$ cat config.mk
export PLATFORM = sky130hd
export DESIGN_NAME = alu_result_stage
export DESIGN_NICKNAME = d
export VERILOG_FILES = /design/src/rtl/alu_pkg.sv /design/src/rtl/relay_settle_timer.sv /design/src/rtl/alu_result_stage.sv
export SDC_FILE = /design/constraint.sdc
export NUM_CORES = 1
export LEC_CHECK = 0
export BUFFER_PORTS_ARGS = -buffer_cell sky130_fd_sc_hd__clkbuf_2
export CAP_MARGIN = 20
export CORE_ASPECT_RATIO = 1.2
export CORE_MARGIN = 2
export CORE_UTILIZATION = 51
export DETAILED_ROUTE_END_ITERATION = 10
export PLACE_DENSITY = 0.78
export SLEW_MARGIN = 20
export SYNTH_ARGS = -nofsm -noshare
export SYNTH_HDL_FRONTEND = slang
export SYNTH_SLANG_ARGS = --single-unit
$ cat constraint.sdc
create_clock -name clk -period 1.82 [get_ports clk]
set_input_delay 0.364 -clock clk [delete_from_list [all_inputs] [get_ports clk]]
set_output_delay 0.364 -clock clk [all_outputs]
set_load 0.01 [all_outputs]
$ cat src/rtl/alu_pkg.sv
// Shared types for the ALU result stage: function codes, FSM states, cond layout.
// Latency: n/a (declarations only).
// Backpressure: n/a.
package alu_pkg;

  localparam int DATA_W  = 8;
  localparam int COND_W  = 3;
  localparam int TIMER_W = 4;

  // Bit positions inside the {sign, carry, zero} condition register
  localparam int COND_ZERO  = 0;
  localparam int COND_CARRY = 1;
  localparam int COND_SIGN  = 2;

  localparam logic DEST_A = 1'b0;
  localparam logic DEST_D = 1'b1;

  typedef enum logic [2:0] {
    FN_ADD = 3'd0,
    FN_INC = 3'd1,
    FN_AND = 3'd2,
    FN_OR  = 3'd3,
    FN_XOR = 3'd4,
    FN_NOT = 3'd5,
    FN_SHL = 3'd6,
    FN_CLR = 3'd7
  } alu_func_e;

  typedef enum logic [1:0] {
    ST_IDLE   = 2'd0,
    ST_SETTLE = 2'd1,
    ST_DONE   = 2'd2
  } alu_state_e;

  // Only the adder path produces a meaningful carry-out
  function automatic logic func_writes_carry(alu_func_e f);
    return (f == FN_ADD) || (f == FN_INC);
  endfunction

endpackage

$ cat src/rtl/relay_settle_timer.sv
// Down-counter that times relay settling; expire marks the final tick before zero.
// Latency: load takes effect next edge; expire is combinational on the current count.
// Backpressure: none; load wins over tick, counting stops at zero.
module relay_settle_timer #(
  parameter int unsigned WIDTH = 4
) (
  input  logic             clk,
  input  logic             reset,
  input  logic             load,
  input  logic [WIDTH-1:0] load_val,
  input  logic             tick,
  output logic             expire
);

  logic [WIDTH-1:0] count;

  // Load, then decrement once per tick until the counter reaches zero
  always_ff @(posedge clk or posedge reset) begin
    if (reset) begin
      count <= '0;
    end else if (load) begin
      count <= load_val;
    end else if (tick && (count != '0)) begin
      count <= count - WIDTH'(1);
    end
  end

  // The tick that takes the count from one to zero is the expiring one
  assign expire = tick && (count == WIDTH'(1));

endmodule

$ cat src/rtl/alu_result_stage.sv
// Latches an ALU result into A or D plus {sign,carry,zero} after a relay settle delay.
// Latency: start at edge k -> registers written and done raised at edge k+SETTLE_CYCLES.
// Backpressure: start is ignored (not queued) while busy; next accepted in IDLE after DONE.
module alu_result_stage
  import alu_pkg::*;
#(
  parameter int unsigned SETTLE_CYCLES = 4  // legal range 1..15
) (
  input  logic              clk,
  input  logic              reset,
  input  logic              start,
  input  logic [2:0]        func,
  input  logic              dest,
  input  logic [DATA_W-1:0] alu_val,
  input  logic              alu_carry,
  output logic              busy,
  output logic              done,
  output logic [DATA_W-1:0] reg_a,
  output logic [DATA_W-1:0] reg_d,
  output logic [COND_W-1:0] cond
);

  alu_state_e        state;
  alu_func_e         op_func;
  logic              op_dest;
  logic              accept;
  logic              settle_tick;
  logic              settle_expire;
  logic [DATA_W-1:0] result;
  logic [COND_W-1:0] cond_next;

  assign accept      = (state == ST_IDLE) && start;
  assign settle_tick = (state == ST_SETTLE);

  relay_settle_timer #(
    .WIDTH (TIMER_W)
  ) u_settle_timer (
    .clk      (clk),
    .reset    (reset),
    .load     (accept),
    .load_val (TIMER_W'(SETTLE_CYCLES)),
    .tick     (settle_tick),
    .expire   (settle_expire)
  );

  // Value to latch and the condition flags it produces; carry only moves on adder ops
  always_comb begin
    result    = (op_func == FN_CLR) ? '0 : alu_val;
    cond_next = cond;
    cond_next[COND_SIGN] = result[DATA_W-1];
    cond_next[COND_ZERO] = (result == '0);
    if (func_writes_carry(op_func)) begin
      cond_next[COND_CARRY] = alu_carry;
    end
  end

  // Sequencer FSM: capture the request, wait for the relays, write back, pulse done
  always_ff @(posedge clk or posedge reset) begin
    if (reset) begin
      state   <= ST_IDLE;
      op_func <= FN_ADD;
      op_dest <= DEST_A;
      busy    <= 1'b0;
      done    <= 1'b0;
      reg_a   <= '0;
      reg_d   <= '0;
      cond    <= '0;
    end else begin
      done <= 1'b0;
      case (state)
        ST_IDLE: begin
          if (start) begin
            // func/dest are frozen here so later input changes cannot disturb the op
            op_func <= alu_func_e'(func);
            op_dest <= dest;
            busy    <= 1'b1;
            state   <= ST_SETTLE;
          end
        end
        ST_SETTLE: begin
          if (settle_expire) begin
            if (op_dest == DEST_D) begin
              reg_d <= result;
            end else begin
              reg_a <= result;
            end
            cond  <= cond_next;
            done  <= 1'b1;
            state <= ST_DONE;
          end
        end
        ST_DONE: begin
          busy  <= 1'b0;
          state <= ST_IDLE;
        end
        default: begin
          busy  <= 1'b0;
          state <= ST_IDLE;
        end
      endcase
    end
  end

endmodule

==> results of run 1 <==
## layer usage
layer	vias to the layer above	part of all wire	GRT usage	wire [um]
met1	458	0.41	0.231	1100
li1	449	-	-	-
met2	27	0.52	0.349	1380
met3	7	0.046	0.0665	122
met5	-	0	0	0
met4	0	0.023	0.127	62
## through the flow
step / utilization / worst slack, ns
6_report: 0.673 / 0.108
5_1_grt: 0.673 / -0.00460
4_1_cts: 0.669 / 0.0545
3_5_place_dp: 0.635 / 0.0854
3_3_place_gp: 0.635 / 0.137
2_1_floorplan: - / 0.163
## critical path, cell delays in order (launching register included)
cell and delay [ns]:
dfrtp_1 0.42, inv_2 0.08, ha_1 0.14, nand4bb_1 0.09, buf_4 0.18, nor3_4 0.16
buf_4 0.19, mux2_2 0.33
## final timing paths
check	from	slack, ns	depth (start not counted)	endpoint
max in group asynchronous	reset	1.48	3	reg_d[4]
min reg2reg	u_settle_timer.count[3]	0.50	1	u_settle_timer.count[3]
max	u_settle_timer.count[1]	0.11	7	reg_a[0]
max reg2reg	u_settle_timer.count[1]	0.11	7	reg_a[0]
min in group clk	alu_carry	0.25	2	cond[1]
min	reset	0.06	3	u_settle_timer.count[3]
## cells in the final DEF, fill, tap and decap left out, types with 2 or more instances in the layout
cell / n
nor2_1: 3
a21oi_1: 2
clkbuf_4: 5
nand3_1: 3
clkbuf_2: 36
mux2_2: 23
nor3_1: 2
inv_1: 3
or4_1: 2
and2_1: 8
buf_4: 5
dfrtp_1: 31
ha_1: 3
o21ai_0: 3
## sequential cells by signal, summed over array words and instances (netlist names)
| signal | cells |
|---|---|
| op_func | 3 |
| u_settle_timer.count | 4 |
| reg_d | 8 |
| busy | 1 |
| cond | 3 |
| reg_a | 8 |
| done | 1 |
| state | 2 |
| op_dest | 1 |
## area by class of cell
type,instances,area (sq um),area share
Sequential cell,31,776,0.456
Multi-Input combinational cell,63,554,0.326
Timing Repair Buffer,42,229,0.135
Clock buffer,6,51.3,0.0301
Tap cell,33,41.3,0.0243
Clock inverter,2,35.0,0.0206
Inverter,4,15.0,0.00882
## timing repair
item | in CTS | in global routing
setup buffers | 0 | 1
hold endpoints to repair | 0 | 0
setup endpoints to repair | 0 | 15
gates resized for setup | 0 | 2
## kinds of logic (layout without fill, tap and decap cells)
group	Yosys count	in the layout	synth area share
AOI/OAI and AO/OA	8	8	0.0350
buffers and inverters	7	54	0.0212
DFF	31	31	0.571
adders and majority gates	3	3	0.0276
muxes	24	24	0.198
and+or+nand+nor	28	28	0.147
## power by group through the flow
| stage | sequential [uW] | clock (uW) | combinational [uW] |
|---|---|---|---|
| after floorplan | 1240 | 0 | 550 |
| after global placement | 1200 | 0 | 909 |
| after detailed placement | 1210 | 0 | 948 |
| after CTS | 1200 | 581 | 957 |
| after global routing | 1230 | 615 | 1060 |
| final | 1200 | 569 | 964 |
==> results.txt, run 1 <==
Of the total power, the share spent switching nets is 0.333. Derived from the worst setup path, the maximum achievable clock frequency is 0.584 GHz. The run finished with clean final reports. The worst supply voltage drop on vdd is 0.000947 V. The sum of negative setup slack is 0 ns. Among all flip-flop cells after synthesis, the most frequent one is dfrtp_1.

The category of the most critical setup path is flip-flop to flip-flop. The count of yosys warnings during synthesis is 0. The number of enable flip-flop cells after synthesis is 0. Buffers placed on the I/O ports in this run total 36. The worst slack on hold paths came out at 0.0582 ns. The number of sinks driven by the clock tree came out at 31. The height of the chip came out at 60.5 um.

After floorplanning, the core was sized to cover 0.00253 sq mm. The synthesized netlist contains 27 unique library cells. Global routing finished with a remaining overflow of 0.

The cell leakage power is 0.000844 uW. The maximum number of pins on one net before global-route repair came out at 32. Clock-pin slew was measured on the worst setup and hold paths at 0.10 ns. The violation count after the first detailed-route iteration came out at 11. In the post-synthesis netlist, the biggest area contributors are dfrtp_1 57%, mux2_2 19%, and2_1 3.7%. The number of inserted diodes is 0. The overall power consumption came out at 2730 uW. Among all cell types in the netlist, the one instantiated most often is dfrtp_1.

For this design, the CTS-stage hold fixing added 0 buffers. The number of non-filler instances in the completed layout came out at 181. The per-cell routed wire length is 14.7 um. The worst pin sits at a relative slew slack of 0.704. At the pin with the least slew margin, the transition time is 0.443 ns. The number of nets with antenna violations after detailed routing came out at 0. The fraction of the yosys area taken by sequential cells came out at 0.571. The worst setup path is captured at a flip-flop.

The data arrival time of the critical path is 1.94 ns. The max-slew violation count is 0. The cell area after technology mapping came out at 0.00136 sq mm. The H-tree depth reported by CTS came out at 2.

The commonest cells after synthesis are 31 x dfrtp_1, 23 x mux2_2, 8 x and2_1. The switching power summed over all nets is 908 uW. The clock latency on the worst-skew pair came out at 0.34 ns. The first global-routing pass estimated 4.41 mm of wire. The proportion of synthesized flip-flops having asynchronous set or reset came out at 1.00. The cell area after placement came out at 0.00160 sq mm. The final-report hold violation count was 0. The clock skew is 0.00846 ns. The average vias per placed instance is 5.20. The number of antenna violations at the first check in global routing came out at 0.

The remaining design rule violation count came out at 0. The placed instance count came out at 172. The post-synthesis sequential element count is 31. The fraction of post-synthesis cell area in the top cell type by area came out at 0.571.

The number of I/O pins is 37. The share of the clock period used by the worst path came out at 0.941. The initial standard-cell utilization of the core came out at 0.538. The clock tree from TritonCTS is done. Relative to the synthesized area, the layout overhead comes to 25.2%.

For this block, the via count after detailed routing is 941. The number of global-route vias before repair was 965. The tool flagged a number of max-cap violations equal to 0. The maximum buffer depth of the clock tree came out at 2. The area of the die came out at 0.00310 sq mm.

The instance count of the mapped netlist came out at 101. The kind of start point of the critical path is a flip-flop. The fraction of power consumed by combinational cells is 0.353. The final estimated routing congestion in global placement is 0.749. The post-layout net count is 166. The share of total power dissipated in the clock network is 0.208. The row count is 20. The floorplan step set the die width to 51.1 um.

The per-instance average area after synthesis is 13.5 sq um. The worst hold path belongs to the class primary input to asynchronous set/reset pin. The required time of the critical path came out at 2.05 ns.

The leading area contributor after synthesis is dfrtp_1. The pre-antenna-repair detailed-routing pass consisted of 4 iterations. The total nets after synthesis came out at 120. The total length of routed wires is 2.67 mm. Setup violations remaining at the end of the flow were counted as 0.

The layout has 216 filler cells. The largest fanout on the critical path is 6. The smallest clock period supported by the final layout is computed as 1.71 ns. TritonCTS created 5 clock buffers. The all-layer global routing usage is 0.208. The fraction of final layout cells sized beyond drive strength 1 is 0.527. The sequential fraction of design power came out at 0.439. In this run the clock root is driven by a clkbuf_4. The total non-filler cell area in the finished layout is 0.00170 sq mm. The HPWL after detailed placement is 1.95 mm. The power density of the placed cells is 1600 mW/mm^2.

The internal portion of the total power is 1820 uW.
Note: power is estimated with default switching activity, not from simulation.
==> inputs of run 2 (changes only) <==
- CAP_MARGIN: 20 -> unset
- HOLD_SLACK_MARGIN: unset -> 0.12
==> run 2 against run 1 <==
Via count rose by 0.21%; sequential cell count unchanged; sequential share of layout area down 0.27 points; first-iteration DRC count shrank 27%.
==> results.txt, run 2 (synthesized netlist as in run 1, its figures left out) <==
From bottom edge to top edge, the die measures 60.5 um. The maximum buffer depth of the clock tree is 2. Using the TritonRoute via totals, the vias-per-cell ratio works out to 5.18. The max-slew violation count is 0.

The flow ran to the end, and the final reports show no timing, DRC or antenna violations. The area of the die came out at 0.00310 sq mm. The fill cell instance count of the final layout came out at 215. The overall power consumption is 2730 uW. The clock tree from TritonCTS is done.

The number of CTS-inserted buffers is 5. The count of nets left with antenna violations once routing finished came out at 0. In the finished design, the share of the clock period the worst path needs comes to 0.941. Routability-driven placement finished with a final weighted congestion of 0.749. The final HPWL from detailed placement is 1.95 mm.

The placed instance count came out at 172. For this configuration, the core starts out at a cell density of 0.538. The data arrival time of the critical path came out at 1.94 ns.

In the final layout, the registers with the most flip-flops are reg_a (8), reg_d (8), u_settle_timer.count (4). The final period demand of the worst path came out at 1.71 ns. The number of non-filler instances in the completed layout is 182. Data on the critical path is required at its endpoint by 2.05 ns. The clock-pin slew on the worst setup and hold paths is 0.10 ns. The cell leakage power is 0.000848 uW. The violation count after the first detailed-route iteration came out at 8.

The H-tree generated during clock tree synthesis spans 2 levels. The number of global-route vias before repair came out at 968. 0 antenna diodes ended up in the layout. The core region is 0.00253 sq mm. Input and output buffers added on the ports amount to 36. The area growth from synthesis to final layout is 26.0%. The root buffer selected by CTS is clkbuf_4. The wire length of the first global-routing pass came out at 4.42 mm. Setup violations remaining at the end of the flow were counted as 0. The category of the most critical setup path is flip-flop to flip-flop.

Once layout is complete, the utilization of the core stands at 0.677. For this run, the detailed router's first-pass iteration total came to 4. The largest fanout on the critical path is 6. The number of antenna violations at the first check in global routing was 0.

The worst max-slew margin expressed relative to the limit came out at 0.704. The per-cell routed wire length came out at 14.7 um. Summing all multi-input logic gate instances after layout gives 554 sq um. The remaining design rule violation count came out at 0.

The total overflow reported by the global router came out at 0. The worst supply voltage drop on vdd is 0.000948 V. Max-cap violations in this run came to 0. The die is 51.1 um wide.

For this run, the total global-route usage over all layers was measured as 0.208. The kind of start point of the critical path is a flip-flop. The final-report hold violation count is 0. The endpoint type of the worst setup path is a flip-flop. For this block, the via count after detailed routing is 943. On the final layout, the worst clock skew is 0.00846 ns. Leaving out fill and tap cells, the most frequent cells in the layout are 36 x clkbuf_2, 31 x dfrtp_1, 23 x mux2_2, 8 x and2_1. Across the whole layout, storage elements account for 776 sq um.

The path class of the tightest hold or removal check is primary input to flip-flop. In this run the count of I/O pins placed on the die edge is 37. The transition time at the pin with the least slew margin is 0.443 ns.

The clock latency on the worst-skew pair came out at 0.34 ns. The most common library cell in the layout ignoring fill and taps is clkbuf_2. In the final design database the tool counted 167 nets. In this run the core area contains 20 standard-cell rows. Entering global routing, the biggest net connects 32 pins.

Summed over all layers, the routed wires come to 2.67 mm. Of the cells placed in the final design, the portion with a size suffix greater than 1 is 0.523. In this run the power density over the cells is 1600 mW/mm^2. The maximum clock rate is 0.584 GHz. The worst slack on hold paths is 0.248 ns. The number of sinks driven by the clock tree came out at 31.
==> run 2: final cells by class <==
class,count,share of cell area
Sequential cell,31,0.453
Multi-Input combinational cell,63,0.324
Timing Repair Buffer,43,0.140
Clock buffer,6,0.0300
Tap cell,33,0.0241
Clock inverter,2,0.0205
Inverter,4,0.00877
==> run 2: final timing paths <==
| path | startpoint | to | slack (ns) | depth (start not counted) |
|---|---|---|---|---|
| worst max-delay path | u_settle_timer.count[1] | reg_a[0] | 0.11 | 7 |
| worst min-delay path | alu_carry | cond[1] | 0.25 | 2 |
| worst max register to register | u_settle_timer.count[1] | reg_a[0] | 0.11 | 7 |
| worst min register to register | u_settle_timer.count[3] | u_settle_timer.count[3] | 0.50 | 1 |
| max in group asynchronous | reset | reg_d[4] | 0.93 | 4 |
| min in group asynchronous | reset | u_settle_timer.count[3] | 0.61 | 4 |
==> run 2: through the flow <==
stage,cell area [sq um],TNS (ns),worst slack (ns)
CTS,1700,0,0.0545
global placement,1600,0,0.137
floorplan,1360,0,0.163
detailed placement,1600,0,0.0854
global route,1710,-0.00566,-0.00460
finish,1710,0,0.108
==> run 2: routing by layer <==
metal,GRT usage,share of wire,wire length (um)
met5,0,0,0
met4,0.127,0.023,62
met3,0.0665,0.046,122
met2,0.349,0.52,1380
met1,0.233,0.41,1110
==> run 2: repair_timing <==
item | in CTS | in global routing
setup endpoints to repair | 0 | 15
resized for setup | 0 | 2
setup buffers | 0 | 1
hold buffers | 1 | 0
endpoints found under the hold margin | 31 | 0
==> run 2: report_power, final <==
group	switching (uW)	internal, uW	leakage [uW]
Clock	245	324	0.0000482
Combinational	451	515	0.000415
Sequential	213	984	0.000385
Total	908	1820	0.000848
==> run 2: worst max-delay path: stages (launching register included) <==
cell,delay [ns]
dfrtp_1,0.42
inv_2,0.08
ha_1,0.14
nand4bb_1,0.09
buf_4,0.18
nor3_4,0.16
buf_4,0.19
mux2_2,0.33
